## src/rtl/gpp_ir_pkg.sv

```systemverilog
// Shared defaults for the instruction register / prefetch queue:
// widths, decoded-field offsets and the instruction word type.
package gpp_ir_pkg;

  localparam int IW_DEF    = 16;
  localparam int OPW_DEF   = 6;
  localparam int DEPTH_DEF = 4;

  // Field offsets for the default word layout
  localparam int OPC_LSB = IW_DEF - OPW_DEF;
  localparam int RA_BIT  = IW_DEF - OPW_DEF - 1;
  localparam int RAS_MSB = RA_BIT;

  typedef logic [IW_DEF-1:0] instr_t;

endpackage

```

## src/rtl/ir_fifo.sv

```systemverilog
// Circular buffer feeding the instruction register: push/pop/clear,
// occupancy count and head data.
module ir_fifo #(
  parameter int W     = 16,
  parameter int DEPTH = 4
) (
  input  logic                       clk,
  input  logic                       rst,
  input  logic                       clear,
  input  logic                       push,
  input  logic [W-1:0]               push_data,
  input  logic                       pop,
  output logic [W-1:0]               head,
  output logic [$clog2(DEPTH+1)-1:0] qcnt
);

  localparam int PW = $clog2(DEPTH);
  localparam int QW = $clog2(DEPTH + 1);

  logic [W-1:0]  mem [DEPTH];
  logic [PW-1:0] rd_ptr;
  logic [PW-1:0] wr_ptr;

  function automatic logic [PW-1:0] ptr_inc(input logic [PW-1:0] p);
    return (p == PW'(DEPTH - 1)) ? '0 : p + PW'(1);
  endfunction

  always_ff @(posedge clk) begin
    if (!rst || clear) begin
      rd_ptr <= '0;
      wr_ptr <= '0;
      qcnt   <= '0;
    end else begin
      if (push) wr_ptr <= ptr_inc(wr_ptr);
      if (pop)  rd_ptr <= ptr_inc(rd_ptr);
      if (push && !pop)      qcnt <= qcnt + QW'(1);
      else if (pop && !push) qcnt <= qcnt - QW'(1);
    end
  end

  // Storage needs no reset: occupancy gates every read of it.
  always_ff @(posedge clk) begin
    if (push) mem[wr_ptr] <= push_data;
  end

  assign head = mem[rd_ptr];

endmodule

```

## src/rtl/ir_prefetch_queue.sv

```systemverilog
// Instruction register with prefetch queue, bypass path and field decode.
// Optional head-peek outputs (next_out/next_valid) enabled by IR_PEEK_EN.
module ir_prefetch_queue
  import gpp_ir_pkg::*;
#(
  parameter int IW    = IW_DEF,
  parameter int OPW   = OPW_DEF,
  parameter int DEPTH = DEPTH_DEF
) (
  input  logic                        clk,
  input  logic                        rst,
  input  logic [IW-1:0]               in,
  input  logic                        in_valid,
  output logic                        in_ready,
  input  logic                        pop,
  input  logic                        flush,
  output logic [IW-1:0]               out,
  output logic                        out_valid,
  output logic [OPW-1:0]              opcode,
  output logic                        RA,
  output logic [IW-OPW-1:0]           BA,
  output logic [IW-OPW-2:0]           IMM,
  output logic [1:0]                  RA_stack,
`ifdef IR_PEEK_EN
  output logic [IW-1:0]               next_out,
  output logic                        next_valid,
`endif
  output logic [$clog2(DEPTH+2)-1:0]  count
);

  localparam int QW = $clog2(DEPTH + 1);
  localparam int CW = $clog2(DEPTH + 2);

  logic [IW-1:0] head;
  logic [QW-1:0] qcnt;
  logic          q_nonempty;
  logic          accept;
  logic          load;
  logic          fifo_pop;
  logic          fifo_push;
  logic          bypass;

  assign q_nonempty = (qcnt != '0);
  assign in_ready   = rst && !flush && (qcnt < QW'(DEPTH));
  assign accept     = in_valid && in_ready;
  assign load       = !out_valid || pop;

  // in_ready already excludes flush, so only the read side needs gating.
  assign fifo_pop  = load && q_nonempty && !flush;
  assign bypass    = load && !q_nonempty && accept;
  assign fifo_push = accept && !bypass;

  ir_fifo #(
    .W     (IW),
    .DEPTH (DEPTH)
  ) u_fifo (
    .clk       (clk),
    .rst       (rst),
    .clear     (flush),
    .push      (fifo_push),
    .push_data (in),
    .pop       (fifo_pop),
    .head      (head),
    .qcnt      (qcnt)
  );

  always_ff @(posedge clk) begin
    if (!rst) begin
      out       <= '0;
      out_valid <= 1'b0;
    end else if (flush) begin
      out_valid <= 1'b0;
    end else if (load) begin
      if (q_nonempty) begin
        out       <= head;
        out_valid <= 1'b1;
      end else if (accept) begin
        out       <= in;
        out_valid <= 1'b1;
      end else begin
        out_valid <= 1'b0;
      end
    end
  end

  assign opcode   = out[IW-1 -: OPW];
  assign RA       = out[IW-OPW-1];
  assign BA       = out[IW-OPW-1:0];
  assign IMM      = out[IW-OPW-2:0];
  assign RA_stack = out[IW-OPW-1 -: 2];
  assign count    = CW'(qcnt) + CW'(out_valid);

`ifdef IR_PEEK_EN
  assign next_out   = q_nonempty ? head : '0;
  assign next_valid = q_nonempty;
`endif

endmodule

```

## config.mk

```make
export PLATFORM = sky130hd
export DESIGN_NAME = ir_prefetch_queue
export DESIGN_NICKNAME = d
export VERILOG_FILES = /design/src/rtl/gpp_ir_pkg.sv /design/src/rtl/ir_fifo.sv /design/src/rtl/ir_prefetch_queue.sv
export SDC_FILE = /design/constraint.sdc
export NUM_CORES = 1
export LEC_CHECK = 0
export BUFFER_PORTS_ARGS = -buffer_cell sky130_fd_sc_hd__buf_4
export CORE_ASPECT_RATIO = 0.6
export CORE_UTILIZATION = 60
export DETAILED_ROUTE_END_ITERATION = 10
export PLACE_DENSITY_LB_ADDON = 0.25
export SYNTH_ARGS = -nofsm -noshare
export SYNTH_HDL_FRONTEND = slang
export SYNTH_HIERARCHICAL = 1
export SYNTH_SLANG_ARGS = --single-unit
```

## constraint.sdc

```tcl
create_clock -name clk -period 7.65 [get_ports clk]
set_input_delay 1.1475 -clock clk [delete_from_list [all_inputs] [get_ports clk]]
set_output_delay 1.1475 -clock clk [all_outputs]
set_load 0.05 [all_outputs]
```

==> results.py, run 1 <==
metrics = {
    "logic_synthesis": {
        "synth_nets": 274,
        "synth_seq_cells": 90,
        "yosys.area.top_type": "edfxtp_1",
        "synth_area_per_cell_um2": 16.01,
        "synth_seq_area_share": 0.6250,
        "syn-cell-area_mm2": 0.003907,
        "async_reset_ff_frac": 0,
        "synth_edf_count": 64,
        "yosys_warnings": 6,
        "synth_top_area_share": 0.4918,
        "yosysUniqueCellTypes": 27,
        "synthTopCellsByCount": "64 x edfxtp_1, 28 x buf_4, 26 x dfxtp_1, 19 x mux2i_1, 17 x o21ai_0",
        "ys_top_cells_by_area": "edfxtp_1 49%, dfxtp_1 13%, mux4_2 5.8%",
        "syn_inst": 244,
        "yosysMostFrequentCell": "edfxtp_1",
        "synth_ff_type": "edfxtp_1",
    },
    "clock_tree": {
        "cts_setup_buffers": 0,
        "htree_levels": 3,
        "cts-root-buf": "clkbuf_8",
        "worstSkewPairLatency_ns": 0.35,
        "cts_resized": 0,
        "path_clk_slew_ns": 0.08,
        "hold_buffers": 0,
        "clock_sinks": 90,
        "tritoncts": "built",
        "clockBufferDepth": 2,
        "cts_buffers": 9,
    },
    "route": {
        "drtIter0Drc": 108,
        "route.vias.total": 2163,
        "wl_per_cell_um": 20.02,
        "wirelength_um": 7487,
        "remaining_drc_errors": 0,
        "avgViaCountPerCell": 5.783,
        "firstDrtPassIters": 4,
        "ant_nets": 0,
    },
    "global_routing": {
        "use_met1": 0.3241,
        "grt_pass1_vias": 2154,
        "gr-total-overflow": 0,
        "grt_first_pass_wirelength_um": 11670,
        "gr-usage-met2": 0.3734,
        "grt_max_degree": 21,
        "antenna_found_initial": 0,
        "grt_busiest_layer": "met2",
        "use_met3": 0.07042,
        "grt_usage": 0.2373,
    },
    "sta": {
        "period_share": 0.4156,
        "rsz0062_at_grt": "false",
        "finalWorstSetupSlack_ns": 4.470,
        "hold_viol": 0,
        "worst_pin_slew_ns": 1.240,
        "max_freq_mhz": 314.5,
        "clock_skew_ns": 0.008444,
        "finalCriticalPeriod_ns": 3.180,
        "max_slew_margin": 0.1701,
        "finalMaxSlewViolations": 0,
        "setup_viol": 0,
        "timing.setup.tns_ns": 0,
    },
    "power_and_ir_drop": {
        "cellLeakagePower_uw": 0.001913,
        "comb_power_share": 0.123,
        "seqPwrFrac": 0.536,
        "p_switching_uw": 249.1,
        "sw_frac_of_total": 0.2497,
        "p_per_area_mw_per_mm2": 224.3,
        "ir_drop_mv": 0.1084,
        "p_int_uw": 748.6,
        "p_clk_frac": 0.341,
    },
    "placement": {
        "dpl.hpwl_um": 4713,
        "gp_congestion": 0.7999,
        "preCtsSetupSlack_ns": 4.193,
        "post_dp_cell_area_mm2": 0.004238,
        "port_buffers": 69,
    },
    "floorplanning": {
        "io_pins": 70,
        "start_util": 0.6309,
        "num_rows": 22,
        "die_width_um": 106.2,
        "die_h_um": 64.51,
        "die_area_mm2": 0.006850,
        "core_area_mm2": 0.006193,
    },
    "run": {
        "cap_viol_max_count": 0,
    },
    "final_layout": {
        "ff_latch_area_mm2": 0.002442,
        "layout.nets": 315,
        "design_area_mm2": 0.004448,
        "syn2layout_area_growth_pct": 13.83,
        "num-fill-cells": 397,
        "drive_above_1_share": 0.3276,
        "diodes": 0,
        "multi_input_area_mm2": 0.001146,
    },
    "worst_hold_path": {
        "worst_hold_path_type": "flip-flop to flip-flop",
    },
    "worst_setup_path": {
        "critPathLaunchType": "primary input",
        "worstPathArrival_ns": 3.46,
        "required_ns": 7.93,
        "crit_path_end_kind": "flip-flop",
        "critical_path_class": "primary input to flip-flop",
        "crit_fanout": 19,
    },
    "run_status": {
        "status": "completed",
    },
}
[registers in the layout (all words and copies together) (netlist names), named ones only]
| register | flops |
|---|---|
| out | 16 |
| u_fifo/rd_ptr | 2 |
| out_valid | 1 |
| u_fifo/wr_ptr | 2 |
| u_fifo/qcnt | 3 |
| u_fifo/mem | 64 |
[power by group through the flow]
stage          registers [uW]  clock network (uW)  logic, uW
6_report                  535                 340        123
5_1_grt                   536                 365        128
4_1_cts                   535                 346        124
3_5_place_dp              545                   0        123
3_3_place_gp              545                   0        121
2_1_floorplan             565                   0       73.8
[final cells by class]
| type | instances | share of cell area |
|---|---|---|
| sequential | 90 | 0.5491 |
| multi-input combinational | 109 | 0.2577 |
| timing repair buffer | 70 | 0.1181 |
| clock buffer | 11 | 0.02954 |
| tap | 84 | 0.02363 |
| clock inverter | 5 | 0.01772 |
| inverter | 5 | 0.004219 |
[cell families after synthesis]
logic type,count (synthesis),synth area share
DFF,90,0.6250
adders and majority gates,9,0.03074
AOI/OAI and AO/OA,37,0.06788
muxes,35,0.1467
buffers and inverters,45,0.08325
and+or+nand+nor,25,0.03971
xor gates and xnor gates,3,0.006726
[layer usage]
metal	wire, um	up-vias
met5	0	-
met4	35	0
met3	464	4
met2	3771	79
met1	3215	1100
li1	-	980
[stage by stage]
stage	hold slack, ns	total power [uW]	utilization	cells
2_1_floorplan	0.4916	638.5	-	244
3_3_place_gp	0.5082	665.3	0.6842	358
4_1_cts	0.5394	1004	0.7182	374
3_5_place_dp	0.5197	668.6	0.6842	358
5_1_grt	0.5577	1029	0.7182	374
6_report	0.5336	997.7	0.7182	374
[critical path, stage by stage]
cell and delay [ns]:
buf_4 0.25, nand4bb_1 0.17, nor2_1 0.95, or2_1 0.70, o211a_1 0.23
[worst paths after layout]
path	start	end	slack, ns	cells after the start
min reg2reg	out[14]$_SDFFE_PN0P_	out[14]$_SDFFE_PN0P_	0.53	1
max reg2reg	u_fifo/qcnt[2]$_SDFFE_PP0P_	out[12]$_SDFFE_PN0P_	5.03	4
max	rst	out[12]$_SDFFE_PN0P_	4.47	5
min	out[14]$_SDFFE_PN0P_	out[14]$_SDFFE_PN0P_	0.53	1
[cells in the final DEF (no fill, tap or decap)]
| cell | n |
|---|---|
| buf_4 | 70 |
| xor2_1 | 3 |
| fa_1 | 1 |
| nor2_1 | 9 |
| nor3_4 | 2 |
| mux4_1 | 6 |
| clkbuf_1 | 2 |
| a21oi_1 | 4 |
| bufinv_16 | 2 |
| or3_1 | 1 |
| nand4bb_1 | 1 |
| o211a_1 | 16 |
| dfxtp_1 | 26 |
| or2_1 | 1 |
| edfxtp_1 | 64 |
| nor3b_1 | 2 |
| mux2i_1 | 19 |
| o21ai_0 | 17 |
| nor2b_1 | 2 |
| mux4_2 | 10 |
| inv_1 | 5 |
| and2_1 | 4 |
| clkinv_1 | 1 |
| nand2b_1 | 3 |
| clkbuf_8 | 9 |
| ha_1 | 8 |
| clkinvlp_4 | 2 |
(Power assumes the default switching activity.)
==> run 2: changes to the inputs <==
Settings changed: CORE_UTILIZATION 60 to 50.
Clock period 7.65 ns to 2.74 ns, I/O delays scaled along.
==> results.py, run 2 (synthesized netlist as in run 1, its figures left out) <==
metrics = {
    "sta": {
        "finalWorstSetupSlack_ns": 0.4018,
        "finalCriticalPeriod_ns": 2.338,
        "period_share": 0.8533,
        "worst_pin_slew_ns": 0.6393,
        "max_slew_margin": 0.5738,
        "rsz0062_at_grt": "false",
        "clock_skew_ns": 0.005818,
        "finalMaxSlewViolations": 0,
        "hold_viol": 0,
        "timing.setup.tns_ns": 0,
        "max_freq_mhz": 427.7,
        "setup_viol": 0,
    },
    "route": {
        "ant_nets": 0,
        "wirelength_um": 7090,
        "route.vias.total": 2125,
        "drtIter0Drc": 134,
        "wl_per_cell_um": 17.55,
        "firstDrtPassIters": 4,
        "avgViaCountPerCell": 5.260,
        "remaining_drc_errors": 0,
    },
    "worst_setup_path": {
        "crit_fanout": 3,
        "cp_slowest_cell": "fa_1",
        "worstPathCellList": "nor2b_1 -> nor2b_1 -> nor2_1 -> ha_1 -> inv_1 -> fa_1 -> xor2_1 -> or3_1 -> a21oi_1",
        "cp_num_buf_inv": 1,
        "crit_path_end_kind": "flip-flop",
        "required_ns": 3.00,
        "critical_path_class": "flip-flop to flip-flop",
        "rrSetupSlack_ns": 0.40,
        "slowest_delay_ns": 0.37,
        "worstPathArrival_ns": 2.60,
        "r2r-start": "out_valid$_SDFFE_PP0N_",
        "critPathLaunchType": "flip-flop",
        "critPathTopFamily": "simple AND/OR/NAND/NOR gates",
        "cp_common_cell": "nor2b_1",
        "reg2reg_depth": 9,
        "r2r_end": "u_fifo/qcnt[2]$_SDFFE_PP0P_",
    },
    "final_layout": {
        "layout_commonest_cell": "buf_4",
        "diodes": 0,
        "design_area_mm2": 0.004623,
        "syn2layout_area_growth_pct": 18.32,
        "top_regs": "u_fifo/mem (64), out (16), u_fifo/qcnt (3)",
        "stdcell_count": 404,
        "final_cell_mix": "80 x buf_4, 64 x edfxtp_1, 26 x dfxtp_1, 19 x mux2i_1, 17 x o21ai_0",
        "layout.nets": 325,
        "largest-register": "u_fifo/mem",
        "drive_above_1_share": 0.3533,
        "largest_reg_flops": 64,
    },
    "clock_tree": {
        "clock_sinks": 90,
        "cts_setup_buffers": 0,
        "cts-root-buf": "clkbuf_16",
        "htree_levels": 3,
        "cts_buffers": 9,
        "cts_resized": 0,
        "hold_buffers": 0,
        "tritoncts": "built",
        "clockBufferDepth": 2,
        "worstSkewPairLatency_ns": 0.34,
        "path_clk_slew_ns": 0.06,
    },
    "worst_hold_path": {
        "whs_endpoint": "u_fifo/mem[1][5]$_DFFE_PP_",
        "hp-start": "in[5]",
        "worst_hold_path_type": "primary input to flip-flop",
        "min_path_cells": 1,
    },
    "global_routing": {
        "grt_usage": 0.1925,
        "gr-total-overflow": 0,
        "grt_first_pass_wirelength_um": 11220,
        "antenna_found_initial": 0,
        "grt_max_degree": 20,
        "grt_pass1_vias": 2154,
    },
    "power_and_ir_drop": {
        "p_per_area_mw_per_mm2": 648.9,
        "cellLeakagePower_uw": 0.002009,
        "total_power_uw": 3000,
        "ir_drop_mv": 0.5263,
    },
    "floorplanning": {
        "core_area_mm2": 0.007417,
        "num_rows": 24,
        "start_util": 0.5268,
        "die_h_um": 70.48,
        "die_width_um": 116.1,
        "io_pins": 70,
        "die_area_mm2": 0.008184,
    },
    "placement": {
        "preCtsSetupSlack_ns": 0.3073,
        "dpl.hpwl_um": 4806,
        "gp_congestion": 0.7698,
        "dp.cells": 388,
        "post_dp_cell_area_mm2": 0.004338,
        "port_buffers": 69,
    },
    "run": {
        "cap_viol_max_count": 0,
    },
    "run_status": {
        "status": "completed",
    },
}
## run 2: cell count changes in the layout (fill, tap and decap cells not counted), sizes merged
cell	before	now
clkbuf	11	9
buf	70	80
clkinv	1	5
clkinvlp	2	1
bufinv	2	1
## run 2: power by group
| part | internal, uW | switching [uW] | total [uW] |
|---|---|---|---|
| clock | 694 | 469 | 1160 |
| sequential | 1470 | 18.7 | 1490 |
| combinational | 108 | 236 | 344 |
## run 2: stage by stage
step | util | hold WS (ns)
2_1_floorplan | - | 0.4916
3_3_place_gp | 0.5849 | 0.5156
3_5_place_dp | 0.5849 | 0.5274
4_1_cts | 0.6233 | 0.2734
5_1_grt | 0.6233 | 0.2796
6_report | 0.6233 | 0.2852
## run 2: worst max-delay path by stage
stage                                       from                           to  slack, ns  cells past startpoint
after floorplan           out_valid$_SDFFE_PP0N_  u_fifo/qcnt[2]$_SDFFE_PP0P_        0.1                      9
after global placement                       pop  u_fifo/qcnt[2]$_SDFFE_PP0P_       0.39                     10
after detailed placement                     pop  u_fifo/qcnt[2]$_SDFFE_PP0P_       0.31                     10
after CTS                 out_valid$_SDFFE_PP0N_  u_fifo/qcnt[2]$_SDFFE_PP0P_       0.42                      9
after global routing      out_valid$_SDFFE_PP0N_  u_fifo/qcnt[2]$_SDFFE_PP0P_       0.22                      9
final                     out_valid$_SDFFE_PP0N_  u_fifo/qcnt[2]$_SDFFE_PP0P_       0.40                      9
## run 2: layout make-up
| type | instances | area, um2 |
|---|---|---|
| multi-input cells | 109 | 1146 |
| flip-flops and latches | 90 | 2442 |
| well taps | 104 | 130.1 |
| fillers | 559 | 2794 |
| clock buffers | 9 | 225.2 |
| inverters | 5 | 18.77 |
| clock inverters | 7 | 60.06 |
| repair buffers | 80 | 600.6 |
## run 2: metal layers
metal | wire length, um | GRT usage | up-vias
li1 | - | - | 1006
met4 | 49 | 0.06553 | 0
met5 | 0 | 0 | -
met2 | 3460 | 0.2983 | 48
met3 | 355 | 0.06250 | 8
met1 | 3225 | 0.2557 | 1063
## run 2: worst register-to-register path: cells and delay by family, from the launching register on
kind | cells | cell delay (ns)
AND/OR/NAND/NOR | 4 | 0.96
AO/OA/AOI/OAI | 1 | 0.14
flip-flops | 1 | 0.35
adder cells (fa/ha/maj) | 2 | 0.60
buffers and inverters | 1 | 0.06
XOR/XNOR | 1 | 0.16
==> run 3: changes to the inputs <==
Settings changed: CORE_UTILIZATION 50 to 30.
==> results.py, run 3 (synthesized netlist as in run 1, its figures left out) <==
metrics = {
    "global_routing": {
        "gr-total-overflow": 0,
        "use_met3": 0.03939,
        "grt_pass1_vias": 2113,
        "antenna_found_initial": 0,
        "grt_first_pass_wirelength_um": 12360,
        "grt_usage": 0.1274,
        "grt_busiest_layer": "met2",
        "use_met1": 0.1808,
        "grt_max_degree": 20,
        "gr-usage-met2": 0.1841,
    },
    "final_layout": {
        "layout_commonest_cell": "buf_4",
        "ff_latch_area_mm2": 0.002442,
        "final_cell_mix": "80 x buf_4, 64 x edfxtp_1, 26 x dfxtp_1, 19 x mux2i_1, 17 x o21ai_0",
        "largest-register": "u_fifo/mem",
        "top_regs": "u_fifo/mem (64), out (16), u_fifo/qcnt (3)",
        "drive_above_1_share": 0.3533,
        "syn2layout_area_growth_pct": 20.56,
        "diodes": 0,
        "design_area_mm2": 0.004711,
        "num-fill-cells": 1192,
        "stdcell_count": 465,
        "layout.nets": 325,
        "largest_reg_flops": 64,
        "multi_input_area_mm2": 0.001146,
    },
    "sta": {
        "max_slew_margin": 0.3895,
        "worst_pin_slew_ns": 0.9158,
        "finalMaxSlewViolations": 0,
        "setup_viol": 0,
        "rsz0062_at_grt": "false",
        "clock_skew_ns": 0.008374,
        "period_share": 0.9102,
        "finalCriticalPeriod_ns": 2.494,
        "hold_viol": 0,
        "timing.setup.tns_ns": 0,
        "max_freq_mhz": 401.0,
    },
    "clock_tree": {
        "clockBufferDepth": 2,
        "cts_setup_buffers": 0,
        "cts_buffers": 9,
        "hold_buffers": 0,
        "htree_levels": 3,
        "cts-root-buf": "clkbuf_16",
        "cts_resized": 0,
        "path_clk_slew_ns": 0.06,
        "clock_sinks": 90,
        "tritoncts": "built",
        "worstSkewPairLatency_ns": 0.33,
    },
    "route": {
        "drtIter0Drc": 44,
        "firstDrtPassIters": 4,
        "route.vias.total": 2149,
        "wirelength_um": 8047,
        "remaining_drc_errors": 0,
        "avgViaCountPerCell": 4.622,
        "wl_per_cell_um": 17.31,
        "ant_nets": 0,
    },
    "placement": {
        "gp_congestion": 0.7382,
        "dpl.hpwl_um": 5248,
        "post_dp_cell_area_mm2": 0.004414,
        "dp.cells": 449,
        "port_buffers": 69,
    },
    "run_status": {
        "status": "completed",
    },
    "power_and_ir_drop": {
        "ir_drop_mv": 0.4019,
        "p_per_area_mw_per_mm2": 647.7,
        "cellLeakagePower_uw": 0.002009,
    },
    "floorplanning": {
        "num_rows": 31,
        "die_h_um": 90.40,
        "die_area_mm2": 0.01350,
        "die_width_um": 149.3,
        "start_util": 0.3158,
        "core_area_mm2": 0.01237,
        "io_pins": 70,
    },
    "worst_hold_path": {
        "worst_hold_path_type": "primary input to flip-flop",
    },
    "worst_setup_path": {
        "rrSetupSlack_ns": 0.25,
        "r2r_end": "u_fifo/qcnt[2]$_SDFFE_PP0P_",
        "worstPathArrival_ns": 2.75,
        "crit_fanout": 8,
        "critical_path_class": "flip-flop to flip-flop",
        "crit_path_end_kind": "flip-flop",
        "critPathLaunchType": "flip-flop",
        "required_ns": 3.00,
        "r2r-start": "u_fifo/qcnt[2]$_SDFFE_PP0P_",
        "reg2reg_depth": 9,
        "startpoint": "u_fifo/qcnt[2]$_SDFFE_PP0P_",
        "worstSetupEndpoint": "u_fifo/qcnt[2]$_SDFFE_PP0P_",
    },
    "run": {
        "cap_viol_max_count": 0,
    },
}
==> run 3: cell types whose count changed in the layout (fill, tap and decap cells not counted), sizes merged <==
cell / before / now
clkinvlp: 1 / 2
clkbuf: 9 / 11
clkinv: 5 / 2
==> run 3: report_power, final <==
group	switching (uW)	internal (uW)	total, uW
clock network	484	727	1210
registers	17.8	1470	1490
logic	240	109	349
total	741	2310	3050
==> run 3: per-layer routing <==
layer	wire length [um]	share of wire
met2	3567	0.44
met1	4099	0.51
met3	300	0.037
met4	80	0.0099
met5	0	0
==> run 3: worst min-delay path by stage <==
stage | start | end | slack (ns) | cells after the start
detailed placement | out[12]$_SDFFE_PN0P_ | out[12]$_SDFFE_PN0P_ | 0.52 | 1
global route | in[14] | u_fifo/mem[1][14]$_DFFE_PP_ | 0.28 | 1
finish | in[14] | u_fifo/mem[2][14]$_DFFE_PP_ | 0.29 | 1
global placement | out[11]$_SDFFE_PN0P_ | out[11]$_SDFFE_PN0P_ | 0.50 | 1
CTS | in[14] | u_fifo/mem[2][14]$_DFFE_PP_ | 0.28 | 1
floorplan | u_fifo/rd_ptr[1]$_SDFFE_PP0P_ | flip-flop | 0.49 | 2
==> run 3: cell type report <==
class,instances,area share
tap,165,0.04382
timing repair buffer,80,0.1275
multi-input combinational,109,0.2433
clock buffer,11,0.05153
sequential,90,0.5185
inverter,5,0.003984
clock inverter,5,0.01142
==> run 3: per-stage QoR <==
stage,util,power [uW],setup WS [ns],hold slack (ns)
2_1_floorplan,-,1783,0.09632,0.4916
5_1_grt,0.3807,3168,0.03892,0.2782
3_5_place_dp,0.3568,1874,0.2164,0.5203
3_3_place_gp,0.3568,1871,0.2203,0.5049
6_report,0.3807,3051,0.2462,0.2889
4_1_cts,0.3807,3098,0.2189,0.2782
==> run 3: critical path, stage by stage (launching register included) <==
cell and delay, ns:
dfxtp_1 0.49, nor3_4 0.10, nor2b_1 0.16, nor2_1 0.38, ha_1 0.27, inv_1 0.06, fa_1 0.37, xor2_1 0.16
or3_1 0.30, a21oi_1 0.13
